<file path="src/rtl/mem_arbiter_if.sv">
// mem_arbiter_if: bundle of the two requester channels and the memory bus.
//   I channel : i_req, i_addr -> i_done, i_rdata        (fetch, read-only)
//   D channel : d_req, d_wr, d_addr, d_wdata -> d_done, d_rdata
//   memory    : mem_en, mem_wr, mem_addr, mem_wdata -> mem_rdata
// Modports:
//   slave  - the arbiter's view (serves requesters, drives memory)
//   master - the environment's view (requesters plus the memory)
interface mem_arbiter_if #(
    parameter int ADDR_W = 16,
    parameter int DATA_W = 16
);
    logic              i_req;
    logic [ADDR_W-1:0] i_addr;
    logic              i_done;
    logic [DATA_W-1:0] i_rdata;
    logic              d_req;
    logic              d_wr;
    logic [ADDR_W-1:0] d_addr;
    logic [DATA_W-1:0] d_wdata;
    logic              d_done;
    logic [DATA_W-1:0] d_rdata;
    logic              mem_en;
    logic              mem_wr;
    logic [ADDR_W-1:0] mem_addr;
    logic [DATA_W-1:0] mem_wdata;
    logic [DATA_W-1:0] mem_rdata;

    modport slave (
        input  i_req, i_addr, d_req, d_wr, d_addr, d_wdata, mem_rdata,
        output i_done, i_rdata, d_done, d_rdata,
               mem_en, mem_wr, mem_addr, mem_wdata
    );

    modport master (
        output i_req, i_addr, d_req, d_wr, d_addr, d_wdata, mem_rdata,
        input  i_done, i_rdata, d_done, d_rdata,
               mem_en, mem_wr, mem_addr, mem_wdata
    );
endinterface

</file>
<file path="src/rtl/mem_arbiter.sv">
// mem_arbiter: shares one multi-cycle single-ported memory between an
// instruction-fetch requester (I, read-only) and a data requester (D, r/w).
// Each access runs IDLE -> BUSY -> DONE; the owner gets a one-cycle done
// pulse with its rdata register updated (reads only).
// Ports:
//   clk  - clock, posedge
//   rst  - synchronous active-high reset
//   bus  - mem_arbiter_if.slave (requester channels + memory bus)
// Parameters: ADDR_W, DATA_W, MEM_LAT (memory read latency, >= 1).
// Build option: define MEM_ARB_RR_EN for round-robin arbitration when both
// requesters are active; otherwise D has fixed priority.
module mem_arbiter #(
    parameter int ADDR_W  = 16,
    parameter int DATA_W  = 16,
    parameter int MEM_LAT = 4
) (
    input  logic          clk,
    input  logic          rst,
    mem_arbiter_if.slave  bus
);
    localparam int             CNT_W   = $clog2(MEM_LAT + 1);
    localparam logic [CNT_W-1:0] RD_LOAD = CNT_W'(MEM_LAT - 1);

    typedef enum logic [1:0] {IDLE, BUSY, DONE} state_t;

    state_t           state;
    logic             owner_i;  // 1: current access belongs to I
    logic             acc_wr;   // current access is a write
    logic [CNT_W-1:0] cnt;      // remaining BUSY cycles after this one
    logic             grant_i;  // in IDLE: I wins if any request is up

`ifdef MEM_ARB_RR_EN
    logic rr_i;                 // pointer: 1 = I preferred on a tie
    always_comb grant_i = bus.i_req && (!bus.d_req || rr_i);
`else
    always_comb grant_i = bus.i_req && !bus.d_req;
`endif

    always_ff @(posedge clk) begin
        if (rst) begin
            state         <= IDLE;
            owner_i       <= 1'b0;
            acc_wr        <= 1'b0;
            cnt           <= '0;
            bus.mem_en    <= 1'b0;
            bus.mem_wr    <= 1'b0;
            bus.mem_addr  <= '0;
            bus.mem_wdata <= '0;
            bus.i_done    <= 1'b0;
            bus.d_done    <= 1'b0;
            bus.i_rdata   <= '0;
            bus.d_rdata   <= '0;
`ifdef MEM_ARB_RR_EN
            rr_i          <= 1'b0;
`endif
        end else begin
            // done pulses last exactly the single DONE cycle
            bus.i_done <= 1'b0;
            bus.d_done <= 1'b0;
            case (state)
                IDLE: begin
                    if (bus.i_req || bus.d_req) begin
                        owner_i       <= grant_i;
                        acc_wr        <= !grant_i && bus.d_wr;
                        bus.mem_en    <= 1'b1;
                        bus.mem_wr    <= !grant_i && bus.d_wr;
                        bus.mem_addr  <= grant_i ? bus.i_addr : bus.d_addr;
                        bus.mem_wdata <= grant_i ? '0 : bus.d_wdata;
                        // writes finish in one BUSY cycle; reads wait MEM_LAT
                        cnt           <= (grant_i || !bus.d_wr) ? RD_LOAD : '0;
`ifdef MEM_ARB_RR_EN
                        rr_i          <= !grant_i;
`endif
                        state         <= BUSY;
                    end
                end
                BUSY: begin
                    bus.mem_wr <= 1'b0;  // write strobe only in first BUSY cycle
                    if (cnt != '0) begin
                        cnt <= cnt - CNT_W'(1);
                    end else begin
                        if (!acc_wr) begin
                            if (owner_i) bus.i_rdata <= bus.mem_rdata;
                            else         bus.d_rdata <= bus.mem_rdata;
                        end
                        bus.mem_en <= 1'b0;
                        bus.i_done <= owner_i;
                        bus.d_done <= !owner_i;
                        state      <= DONE;
                    end
                end
                DONE:    state <= IDLE;  // requests ignored here
                default: state <= IDLE;
            endcase
        end
    end
endmodule

</file>
<file path="src/flat_wrapper.sv">
// flat-port wrapper written by rule: the top's interface ports become plain ports
module mem_arbiter_flat 
#(
    parameter int ADDR_W  = 16,
    parameter int DATA_W  = 16,
    parameter int MEM_LAT = 4
)
  (clk, rst, bus_i_req, bus_i_addr, bus_d_req, bus_d_wr, bus_d_addr, bus_d_wdata, bus_mem_rdata, bus_i_done, bus_i_rdata, bus_d_done, bus_d_rdata, bus_mem_en, bus_mem_wr, bus_mem_addr, bus_mem_wdata);
  mem_arbiter_if #(.ADDR_W(ADDR_W), .DATA_W(DATA_W)) bus_i ();
  input  logic clk;
  input  logic rst;
  input wire logic [$bits(bus_i.i_req)-1:0] bus_i_req;
  input wire logic [$bits(bus_i.i_addr)-1:0] bus_i_addr;
  input wire logic [$bits(bus_i.d_req)-1:0] bus_d_req;
  input wire logic [$bits(bus_i.d_wr)-1:0] bus_d_wr;
  input wire logic [$bits(bus_i.d_addr)-1:0] bus_d_addr;
  input wire logic [$bits(bus_i.d_wdata)-1:0] bus_d_wdata;
  input wire logic [$bits(bus_i.mem_rdata)-1:0] bus_mem_rdata;
  output wire logic [$bits(bus_i.i_done)-1:0] bus_i_done;
  output wire logic [$bits(bus_i.i_rdata)-1:0] bus_i_rdata;
  output wire logic [$bits(bus_i.d_done)-1:0] bus_d_done;
  output wire logic [$bits(bus_i.d_rdata)-1:0] bus_d_rdata;
  output wire logic [$bits(bus_i.mem_en)-1:0] bus_mem_en;
  output wire logic [$bits(bus_i.mem_wr)-1:0] bus_mem_wr;
  output wire logic [$bits(bus_i.mem_addr)-1:0] bus_mem_addr;
  output wire logic [$bits(bus_i.mem_wdata)-1:0] bus_mem_wdata;
  assign bus_i.i_req = bus_i_req;
  assign bus_i.i_addr = bus_i_addr;
  assign bus_i.d_req = bus_d_req;
  assign bus_i.d_wr = bus_d_wr;
  assign bus_i.d_addr = bus_d_addr;
  assign bus_i.d_wdata = bus_d_wdata;
  assign bus_i.mem_rdata = bus_mem_rdata;
  assign bus_i_done = bus_i.i_done;
  assign bus_i_rdata = bus_i.i_rdata;
  assign bus_d_done = bus_i.d_done;
  assign bus_d_rdata = bus_i.d_rdata;
  assign bus_mem_en = bus_i.mem_en;
  assign bus_mem_wr = bus_i.mem_wr;
  assign bus_mem_addr = bus_i.mem_addr;
  assign bus_mem_wdata = bus_i.mem_wdata;
  mem_arbiter #(.ADDR_W(ADDR_W), .DATA_W(DATA_W), .MEM_LAT(MEM_LAT)) u_core (.clk(clk), .rst(rst), .bus(bus_i));
endmodule
</file>
<file path="config.mk">
export PLATFORM = sky130hd
export DESIGN_NAME = mem_arbiter_flat
export DESIGN_NICKNAME = d
export VERILOG_FILES = /design/src/rtl/mem_arbiter_if.sv /design/src/rtl/mem_arbiter.sv /design/src/flat_wrapper.sv
export SDC_FILE = /design/constraint.sdc
export NUM_CORES = 1
export LEC_CHECK = 0
export BUFFER_PORTS_ARGS = -buffer_cell sky130_fd_sc_hd__buf_4
export CORE_AREA = 2 2 98 71
export DETAILED_ROUTE_END_ITERATION = 10
export DIE_AREA = 0 0 100 73
export PLACE_DENSITY = 0.78
export SLEW_MARGIN = 20
export SYNTH_ARGS = -nofsm -noshare
export SYNTH_HDL_FRONTEND = slang
export SYNTH_SLANG_ARGS = --single-unit
</file>
<file path="constraint.sdc">
create_clock -name clk -period 2.2 [get_ports clk]
set_input_delay 0.44 -clock clk [delete_from_list [all_inputs] [get_ports clk]]
set_output_delay 0.44 -clock clk [all_outputs]
set_load 0.005 [all_outputs]
</file>
Yosys cells after proc, flatten, opt, wreduce, memory -nomap -nowiden

Index checks and enable logic that the tools add are counted.

Input bits: 69
Register bits: 75
Output and inout bits: 68
Word-level logic and storage cells: 54

Muxes and demuxes: 14
Equal/unequal tests: 4
Add/sub/neg operators: 1
Bitwise gates (word level): 4
Reductions and logical operators: 19

Operators with widths:

| operator              | count |
|---|---|
| $mux W16              | 2 |
| $reduce_and A4 Y1     | 2 |
| $mux W2               | 3 |
| $mux W3               | 2 |
| $pmux W3 S2           | 1 |
| $reduce_and A2 Y1     | 3 |
| $reduce_and A3 Y1     | 2 |
| $logic_not A1 Y1      | 4 |
| $ne A2 B1 Y1 const B  | 2 |
| $not A1 Y1            | 4 |
| $pmux W1 S2           | 2 |
| $pmux W2 S2           | 1 |
| $mux W1               | 3 |
| $reduce_bool A3 Y1    | 1 |
| $reduce_or A3 Y1      | 1 |
| $sub A3 B1 Y3 const B | 1 |
| $eq A2 B1 Y1 const B  | 1 |
| $logic_and A1 B1 Y1   | 2 |
| $logic_not A2 Y1      | 1 |
| $logic_or A1 B1 Y1    | 2 |
| $ne A2 B2 Y1 const B  | 1 |
| $reduce_bool A2 Y1    | 1 |

Longest topological paths before layout

Gate-level depths: netlist of run 1.

Depth in word-level cells: 6
Depth in mapped cells: 9
Mapped depth without buffers: 6

Least setup slack after synthesis of run 1

Ideal clock, no wire load.

Kind: register to register
From: reg u_core.cnt[0]
To: reg u_core.bus.d_rdata[0]
Setup time: 132 ps
Data arrival time: 1577 ps
Path slack: 491 ps
Period minus slack after synthesis: 1709 ps
Buffers on the path: 3
Data required time: 2068 ps
Cell stages (with the launch flop): 10
Path through: dfxtp_1 inv_1 ha_1 nand2b_1 clkbuf_1 or4_1 buf_2 buf_6 nand2_1 a21oi_1

Word-level cells in the longest chain between the ends: 3

Ends and longest elaborated chain:

| what                               | RTL line             | text |
|---|---|---|
| start, declared                    | mem_arbiter.sv:29    | `logic [CNT_W-1:0] cnt;` |
| start signal, assigned             | mem_arbiter.sv:70    | `cnt <= (grant_i \|\| !bus.d_wr) ? RD_LOAD : '0;` |
| start signal, assigned             | mem_arbiter.sv:80    | `cnt <= cnt - CNT_W'(1);` |
| $reduce_bool A3 Y1                 | mem_arbiter.sv:79    | `if (cnt != '0) begin` |
| $not A1 Y1 (no source line)        | --                   |  |
| $reduce_and A4 Y1 (no source line) | --                   |  |
| end signal, assigned               | mem_arbiter.sv:84    | `else bus.d_rdata <= bus.mem_rdata;` |
| end, declared                      | mem_arbiter_if.sv:30 | `output i_done, i_rdata, d_done, d_rdata,` |

No other way between the ends.
A chain may end at the register's enable or synchronous reset.

Final worst setup path of run 1

From: reg u_core.cnt[0]
To: reg u_core.bus.d_rdata[10]

Same word-level chain as after synthesis.

==> results of run 1 <==
sequential cells by signal (all words and copies together) (netlist names):
| signal | count |
|---|---|
| u_core.acc_wr | 1 |
| u_core.cnt | 3 |
| u_core.bus.i_done | 1 |
| u_core.state | 2 |
| u_core.bus.mem_en | 1 |
| u_core.bus.mem_addr | 16 |
| u_core.bus.d_done | 1 |
| u_core.bus.mem_wdata | 16 |
| u_core.bus.mem_wr | 1 |
| u_core.bus.d_rdata | 16 |
| u_core.owner_i | 1 |
| u_core.bus.i_rdata | 16 |
metal layers:
| layer | up-vias | routed length [um] | share of wire |
|---|---|---|---|
| met5 | - | 0 | 0 |
| li1 | 1375 | - | - |
| met2 | 98 | 3500 | 0.48 |
| met3 | 8 | 648 | 0.089 |
| met1 | 1302 | 3070 | 0.42 |
| met4 | 0 | 92 | 0.013 |
critical path, delay by kind of cell (launching register included):
kind / cells / cell delay [ns]
AOI/OAI and AO/OA: 1 / 0.07
and+or+nand+nor: 3 / 1.08
adders and majority gates: 1 / 0.18
buffers and inverters: 1 / 0.09
DFF: 1 / 0.31
placed cells by master (no fill, tap or decap):
cell	Yosys	final
a211o_1	1	1
a211oi_1	16	16
a21oi_1	36	36
a22oi_1	15	15
a311o_1	1	1
a32oi_1	3	3
and2_1	1	1
buf_4	0	144
bufinv_16	0	1
clkbuf_1	10	1
clkbuf_8	0	9
clkinv_2	0	2
clkinv_4	0	1
clkinvlp_4	0	1
dfxtp_1	75	75
ha_1	2	2
inv_1	4	4
inv_6	0	1
mux2i_1	16	16
nand2_1	66	66
nand2b_1	2	2
nand3_1	1	1
nand3b_1	1	1
nor2_1	36	36
nor2b_1	3	2
nor2b_2	0	1
nor3_1	5	5
nor3b_1	1	1
nor4_1	2	2
nor4_4	2	2
o21a_1	1	1
o21ai_0	1	1
o21ai_1	1	1
o31ai_1	1	1
o32ai_1	1	1
or4_1	3	3
cell families after synthesis:
| group | Yosys count | synth area share |
|---|---|---|
| simple gates | 123 | 0.190 |
| flops | 75 | 0.525 |
| fa+ha+maj | 2 | 0.00876 |
| compound gates | 77 | 0.172 |
| buf+inv | 29 | 0.0477 |
| mux | 16 | 0.0560 |
metrics by stage:
| stage | power (uW) | std cells | worst slack (ns) | instance area, um2 | util |
|---|---|---|---|---|---|
| finish | 3870 | 538 | 0.315 | 4110 | 0.632 |
| global route | 4100 | 538 | 0.164 | 4110 | 0.632 |
| CTS | 3920 | 538 | 0.298 | 4110 | 0.632 |
| detailed placement | 2870 | 522 | 0.313 | 3920 | 0.603 |
| global placement | 2830 | 522 | 0.415 | 3920 | 0.603 |
| floorplan | 2350 | 322 | 0.491 | 2860 | - |
cell type report:
cell class,count,area (um2),area share
Inverter,4,15.0,0.00365
Tap cell,81,101,0.0246
Clock inverter,6,65.1,0.0158
Sequential cell,75,1500,0.365
Clock buffer,10,128,0.0310
Timing Repair Buffer,144,1080,0.263
Multi-Input combinational cell,218,1220,0.297
final timing paths:
check | from | endpoint | slack (ns) | depth (start not counted)
max | u_core.cnt[0]$_SDFFE_PP0P_ | u_core.bus.d_rdata[10]$_SDFFE_PP0P_ | 0.32 | 6
min | bus_d_wdata[10] | u_core.bus.mem_wdata[10]$_SDFFE_PP0P_ | 0.33 | 3
max reg2reg | u_core.cnt[0]$_SDFFE_PP0P_ | u_core.bus.d_rdata[10]$_SDFFE_PP0P_ | 0.32 | 6
min reg2reg | u_core.bus.d_rdata[4]$_SDFFE_PP0P_ | u_core.bus.d_rdata[4]$_SDFFE_PP0P_ | 0.46 | 2
power by group through the flow:
| stage | clock (uW) | sequential [uW] | combinational, uW |
|---|---|---|---|
| floorplan | 0 | 1720 | 630 |
| global placement | 0 | 1710 | 1130 |
| detailed placement | 0 | 1710 | 1160 |
| CTS | 1070 | 1690 | 1160 |
| global route | 1120 | 1710 | 1280 |
| finish | 1030 | 1680 | 1150 |
==> out/metrics.cfg, run 1 <==
[sta]
finalHoldViolCount=0
holdWs_ns=0.327
relSlewSlack=0.469
setup_viol=0
slew_viol_final=0
rsz0062_at_grt=no
tightest_slew_ns=0.797
skew_ns=0.0106
fin_crit_sh=0.857
finalCriticalPeriod_ns=1.88
max_freq_ghz=0.531
tns_ns=0

[layout]
drive_gt1_frac=0.354
num-fill-cells=552
nets=523
syn_to_final_growth_pct=44.0
antenna_cells=0

[clock_tree]
cts_setup_buffers=0
clockBufferDepth=2
cts-buffers-inserted=9
cts_tree=yes
cts_htree_levels=3
path_clk_slew_ns=0.08
hold_buffers=0
clock_latency_ns=0.35
cts_resized=0
cts_sinks=75
root_buffer=clkbuf_8

[place]
gp_congestion=0.738
port_buffers=136
post-dp-hpwl_um=5180

[yosys]
syn_area_um2=2860
ys.flop_type=dfxtp_1
yosysTopAreaCellShare=0.525
ys_seq_area_frac=0.525
synth_area_per_cell_um2=8.87
async_flop_share=0
yosysWarnings=0
synth_edf_count=0
synthCells=322
synth_top_area_cell=dfxtp_1
yosys-top-cells-area=dfxtp_1 53%, nand2_1 8.7%, a21oi_1 6.3%
synth.distinct_cells=31
ys_seq_elements=75
synth_nets=393
yosysMostFrequentCell=dfxtp_1
synthTopCellsByCount=75 x dfxtp_1, 66 x nand2_1, 36 x a21oi_1, 36 x nor2_1

[grt]
gr-usage-met2=0.338
met3_usage=0.0738
antenna_found_initial=0
grt_pass1_vias=2562
grt-ovfl-total=0
grt_max_degree=78
grt_pass1_wl_um=11500
use_met1=0.231
track_usage=0.199
top_usage_layer=met2

[route]
drcViolationCount=0
ant_nets=0
dr.pass1.iters=4
dr_total_vias=2783
drt_iter0_drc=113
wire_per_inst_um=13.6
vias_per_cell=5.17
drt-total-wl_um=7310

[power]
p_clk_frac=0.267
swShare=0.316
p_int_uw=2640
switchingPower_uw=1220
seq_power_share=0.436
p_leak_uw=0.00178
ir_worst_vdd_mv=0.584
comb_power_share=0.297
power_density_nw_per_um2=940

[run_status]
status=completed

[setup_path]
start_kind=flip-flop
required_ns=2.40
slowest_delay_ns=0.76
cp_cell_sequence=inv_1, ha_1, nand2b_1, or4_1, nand2_1, a21oi_1
worstSetupEndpointType=flip-flop
path_max_fanout=16
worstPathArrival_ns=2.09
cp_slowest_cell=or4_1
crit_type=reg2reg

[floorplanning]
num_io_pins=137
initial_core_util=0.439
die_area_um2=7300
coreArea_um2=6510
placementRows=25
die_h_um=73
die_w_um=100

[run]
drv_cap=0

[min_path]
hold_path_class=in2reg

Note: power is estimated with default switching activity, not from simulation.
==> inputs of run 2 (changes only) <==
--- a/config.mk
+++ b/config.mk
@@ -10,6 +10,7 @@
 export DETAILED_ROUTE_END_ITERATION = 10
 export DIE_AREA = 0 0 100 73
 export PLACE_DENSITY = 0.78
+export REMOVE_ABC_BUFFERS = 1
 export SLEW_MARGIN = 20
 export SYNTH_ARGS = -nofsm -noshare
 export SYNTH_HDL_FRONTEND = slang
==> run 2 against run 1 <==
Sequential power about the same; register-to-register slack got worse by 0.07 ns; fmax fell by 3.6%; count of clock-buffer cells in the layout did not move; via count shrank 3.6%; critical path type unchanged; largest cell class unchanged; highest routed layer unchanged.
==> out/metrics.cfg, run 2 (synthesized netlist as in run 1, its figures left out) <==
[run_status]
status=completed

[sta]
skew_ns=0.0114  ; +0.000844 ns
setup_viol=0  ; unchanged
finalHoldViolCount=0  ; unchanged
fin_crit_sh=0.889  ; +0.0320
finalCriticalPeriod_ns=1.96  ; +0.0704 ns
tightest_slew_ns=0.770  ; -0.0275 ns
relSlewSlack=0.487  ; +0.0183
tns_ns=0  ; unchanged
max_freq_ghz=0.511  ; -3.6%
slew_viol_final=0  ; unchanged
rsz0062_at_grt=no

[layout]
final_common_cell=buf_4
syn_to_final_growth_pct=42.9
final_cell_count_no_fill=536  ; -0.37%
antenna_cells=0  ; unchanged
nets=521  ; -0.38%
num-fill-cells=545  ; -1.3%
most-common-layout-cells=142 x buf_4, 75 x dfxtp_1, 66 x nand2_1
drive_gt1_frac=0.354  ; -0.000640

[floorplanning]
num_io_pins=137  ; unchanged
coreArea_um2=6510  ; unchanged
initial_core_util=0.439  ; unchanged
die_h_um=73  ; unchanged
die_area_um2=7300  ; unchanged
die_w_um=100  ; unchanged
placementRows=25  ; unchanged

[power]
power_density_nw_per_um2=917  ; -2.4%
p_leak_uw=0.00176  ; -1.0%
ir_worst_vdd_mv=0.405  ; -31%

[setup_path]
required_ns=2.38  ; -0.02 ns
start_kind=flip-flop
r2r_slack_ns=0.24  ; -0.07 ns
worstSetupEndpointType=flip-flop
worstRegToRegCells=4  ; -2
path_max_fanout=16  ; unchanged
worstPathArrival_ns=2.14  ; +0.05 ns
crit_type=reg2reg

[clock_tree]
clock_latency_ns=0.33  ; -0.02 ns
cts_setup_buffers=0  ; unchanged
path_clk_slew_ns=0.08  ; about the same
cts-buffers-inserted=9  ; unchanged
hold_buffers=0  ; unchanged
cts_sinks=75  ; unchanged
cts_htree_levels=3  ; unchanged
root_buffer=clkbuf_8
cts_resized=0  ; unchanged
cts_tree=yes
clockBufferDepth=2  ; unchanged

[route]
wire_per_inst_um=13.5  ; -0.31%
drcViolationCount=0  ; unchanged
vias_per_cell=5.01  ; -3.2%
drt_iter0_drc=76  ; -33%
dr_total_vias=2684  ; -3.6%
ant_nets=0  ; unchanged
dr.pass1.iters=4  ; unchanged
drt-total-wl_um=7260  ; -0.68%

[place]
port_buffers=136  ; unchanged
post-dp-hpwl_um=5230  ; +1.0%
dp_cells=520  ; -0.38%
gp_congestion=0.759  ; +2.9%

[run]
drv_cap=0  ; unchanged

[grt]
grt_pass1_wl_um=11600  ; +1.4%
grt-ovfl-total=0  ; unchanged
track_usage=0.200  ; +0.000372
grt_pass1_vias=2612  ; +2.0%
grt_max_degree=78  ; unchanged
antenna_found_initial=0  ; unchanged

[min_path]
hold_path_class=in2reg
min_path_cells=3  ; unchanged

## run 2: cell count changes in the layout (fill, tap and decap cells not counted)
cell        before  now
clkinvlp_4       1    2
buf_4          144  142
clkbuf_1         1    0
bufinv_16        1    0
clkinv_2         2    3
clkbuf_8         9   10
clkinv_4         1    0
## run 2: layout make-up
type	count	area [um2]	share of cell area
clock inverters	6	38.8	0.00950
repair buffers	142	1070	0.261
inverters	4	15.0	0.00368
flip-flops and latches	75	1500	0.368
multi-input cells	218	1220	0.299
well taps	81	101	0.0248
clock buffers	10	138	0.0337
## run 2: metrics by stage
| stage | area [um2] | total power (uW) | setup WS, ns | utilization | hold WS [ns] |
|---|---|---|---|---|---|
| floorplan | 2740 | 2270 | -0.0209 | - | 0.426 |
| global placement | 3910 | 2810 | 0.363 | 0.600 | 0.440 |
| detailed placement | 3910 | 2860 | 0.284 | 0.600 | 0.448 |
| CTS | 4080 | 3800 | 0.268 | 0.628 | 0.328 |
| global route | 4080 | 3990 | 0.105 | 0.628 | 0.327 |
| finish | 4080 | 3740 | 0.245 | 0.628 | 0.351 |
## run 2: worst paths after layout
kind | from | end
hold reg to reg | u_core.bus.i_rdata[15]$_SDFFE_PP0P_ | u_core.bus.i_rdata[15]$_SDFFE_PP0P_
setup / recovery | u_core.state[0]$_SDFFE_PP0P_ | u_core.bus.i_rdata[9]$_SDFFE_PP0P_
hold / removal | bus_d_wdata[13] | u_core.bus.mem_wdata[13]$_SDFFE_PP0P_
setup reg to reg | u_core.state[0]$_SDFFE_PP0P_ | u_core.bus.i_rdata[9]$_SDFFE_PP0P_
## run 2: worst max-delay path, cell delays in order, from the launching register on
cell and delay, ns:
dfxtp_1 0.45, nand2b_1 0.26, or4_1 0.83, nand2_1 0.18, a21oi_1 0.08
## run 2: metal layers
layer / wire [um] / track usage / vias up / part of all wire
met5: 0 / 0 / - / 0
met4: 56 / 0.0639 / 0 / 0.0077
met3: 404 / 0.0565 / 6 / 0.056
met2: 3620 / 0.344 / 83 / 0.50
met1: 3170 / 0.244 / 1230 / 0.44
li1: - / - / 1365 / -
## run 2: where the power goes
part	switching [uW]	internal [uW]	total [uW]
registers	124	1560	1690
logic	588	544	1130
clock network	485	438	922
total	1200	2550	3740
==> inputs of run 3 (changes only) <==
--- a/config.mk
+++ b/config.mk
@@ -6,10 +6,12 @@
 export NUM_CORES = 1
 export LEC_CHECK = 0
 export BUFFER_PORTS_ARGS = -buffer_cell sky130_fd_sc_hd__buf_4
-export CORE_AREA = 2 2 98 71
+export CELL_PAD_IN_SITES_DETAIL_PLACEMENT = 1
+export CELL_PAD_IN_SITES_GLOBAL_PLACEMENT = 1
+export CORE_AREA = 2 2 116 85
 export DETAILED_ROUTE_END_ITERATION = 10
-export DIE_AREA = 0 0 100 73
-export PLACE_DENSITY = 0.78
+export DIE_AREA = 0 0 118 87
+export PLACE_DENSITY_LB_ADDON = 0.1
 export REMOVE_ABC_BUFFERS = 1
 export SLEW_MARGIN = 20
 export SYNTH_ARGS = -nofsm -noshare
==> run 3 against run 2 <==
Critical path depth stayed put; combinational power about the same; count of clock-buffer cells in the layout did not move; first-iteration DRC count up 32%; global-route usage shrank 3.4 points; clock skew shrank 0.0048 ns; sequential share of layout area shrank 1.6 points; setup slack improved by 0.034 ns; die area rose by 41%; largest power group unchanged.
==> out/metrics.cfg, run 3 (synthesized netlist as in run 1, its figures left out) <==
[layout]
drive_gt1_frac=0.357  ; +0.00283
syn_to_final_growth_pct=49.6
num-fill-cells=1117  ; +100%
most-common-layout-cells=144 x buf_4, 75 x dfxtp_1, 66 x nand2_1
final_common_cell=buf_4
antenna_cells=0  ; unchanged
multi_input_area_um2=1220  ; unchanged
seq_area_um2=1500  ; unchanged
nets=523  ; +0.38%

[floorplanning]
die_h_um=87  ; +19%
initial_core_util=0.308  ; -0.131
die_w_um=118  ; +18%
die_area_um2=10300  ; +41%
coreArea_um2=9270  ; +42%
placementRows=30  ; +20%
num_io_pins=137  ; unchanged

[route]
drcViolationCount=0  ; unchanged
vias_per_cell=4.63  ; -7.6%
dr_total_vias=2706  ; +0.82%
drt_iter0_drc=100  ; +32%
dr.pass1.iters=4  ; unchanged
ant_nets=0  ; unchanged
drt-total-wl_um=8320  ; +15%
wire_per_inst_um=14.2  ; +5.0%

[power]
power_density_nw_per_um2=1010  ; +9.7%
ir_worst_vdd_mv=0.424  ; +4.8%
p_leak_uw=0.00183  ; +4.1%

[clock_tree]
cts_setup_buffers=0  ; unchanged
root_buffer=clkbuf_16
hold_buffers=0  ; unchanged
cts_tree=yes
cts-buffers-inserted=9  ; unchanged
clock_latency_ns=0.34  ; about the same
cts_resized=0  ; unchanged
path_clk_slew_ns=0.05  ; -0.03 ns
clockBufferDepth=2  ; unchanged
cts_htree_levels=3  ; unchanged
cts_sinks=75  ; unchanged

[run_status]
status=completed

[setup_path]
worstPathArrival_ns=2.12  ; -0.02 ns
start_kind=flip-flop
r2r_slack_ns=0.28  ; +0.03 ns
crit_type=reg2reg
path_max_fanout=16  ; unchanged
worstSetupEndpointType=flip-flop
required_ns=2.40  ; +0.02 ns
rr_endpoint=u_core.bus.d_rdata[4]$_SDFFE_PP0P_
worstRegToRegCells=4  ; unchanged
reg2reg_from=u_core.state[0]$_SDFFE_PP0P_

[sta]
holdWs_ns=0.343  ; -0.00874 ns
finalCriticalPeriod_ns=1.92  ; -0.0340 ns
fin_crit_sh=0.873  ; -0.0155
relSlewSlack=0.575  ; +0.0879
rsz0062_at_grt=no
slew_viol_final=0  ; unchanged
tightest_slew_ns=0.638  ; -0.132 ns
setup_viol=0  ; unchanged
finalHoldViolCount=0  ; unchanged
tns_ns=0  ; unchanged
max_freq_ghz=0.521  ; +1.8%
skew_ns=0.00665  ; -0.00477 ns

[grt]
grt_pass1_wl_um=13300  ; +15%
grt_pass1_vias=2703  ; +3.5%
grt_max_degree=44  ; -44%
grt-ovfl-total=0  ; unchanged
track_usage=0.166  ; -0.0341
antenna_found_initial=0  ; unchanged

[min_path]
min_path_cells=3  ; unchanged
hp-start=bus_d_wdata[13]
whs_endpoint=u_core.bus.mem_wdata[13]$_SDFFE_PP0P_
hold_path_class=in2reg

[place]
gp_congestion=0.732  ; -3.5%
port_buffers=136  ; unchanged
post-dp-hpwl_um=6050  ; +16%

[run]
drv_cap=0  ; unchanged

-- run 3: cell types whose count changed in the layout (fill, tap and decap cells not counted), sizes merged --
| cell | change |
|---|---|
| clkinvlp | -2 |
| clkinv | +2 |
| buf | +2 |
| inv | -1 |
| bufinv | +1 |
-- run 3: power by group --
part	internal (uW)	leakage, uW	switching, uW
Sequential	1570	0.000614	124
Clock	898	0.000152	553
Combinational	551	0.00107	608
-- run 3: worst max path at each step --
stage | startpoint | endpoint | slack (ns)
6_report | u_core.state[0]$_SDFFE_PP0P_ | u_core.bus.d_rdata[4]$_SDFFE_PP0P_ | 0.28
5_1_grt | u_core.state[0]$_SDFFE_PP0P_ | u_core.bus.d_rdata[8]$_SDFFE_PP0P_ | 0.14
4_1_cts | u_core.state[0]$_SDFFE_PP0P_ | u_core.bus.d_rdata[4]$_SDFFE_PP0P_ | 0.24
3_5_place_dp | u_core.state[0]$_SDFFE_PP0P_ | u_core.bus.d_rdata[4]$_SDFFE_PP0P_ | 0.25
3_3_place_gp | u_core.state[1]$_SDFFE_PP0P_ | u_core.bus.d_rdata[2]$_SDFFE_PP0P_ | 0.30
2_1_floorplan | bus_i_req | u_core.cnt[0]$_SDFFE_PP0P_ | -0.02
-- run 3: layout make-up --
type | count | share of cell area
Clock buffer | 10 | 0.0559
Clock inverter | 6 | 0.0129
Inverter | 4 | 0.00351
Multi-Input combinational cell | 218 | 0.286
Sequential cell | 75 | 0.351
Tap cell | 128 | 0.0375
Timing Repair Buffer | 144 | 0.253
-- run 3: routing by layer --
layer  wire [um]  global-route usage
met1        3610               0.196
met2        3940               0.267
met3         653              0.0746
met4         115              0.0624
met5           0                   0
-- run 3: metrics by stage --
stage / cell area [um2] / cells / utilization / total power [uW] / setup WS [ns]
2_1_floorplan: 2740 / 297 / - / 2270 / -0.0209
3_3_place_gp: 3980 / 569 / 0.429 / 2870 / 0.301
3_5_place_dp: 3980 / 569 / 0.429 / 2900 / 0.253
4_1_cts: 4270 / 585 / 0.461 / 4370 / 0.239
5_1_grt: 4270 / 585 / 0.461 / 4580 / 0.143
6_report: 4270 / 585 / 0.461 / 4300 / 0.279
-- run 3: critical path: stages, from the launching register on --
cell and delay (ns):
dfxtp_1 0.43, nand2b_1 0.26, or4_1 0.84, nand2_1 0.18, a21oi_1 0.08
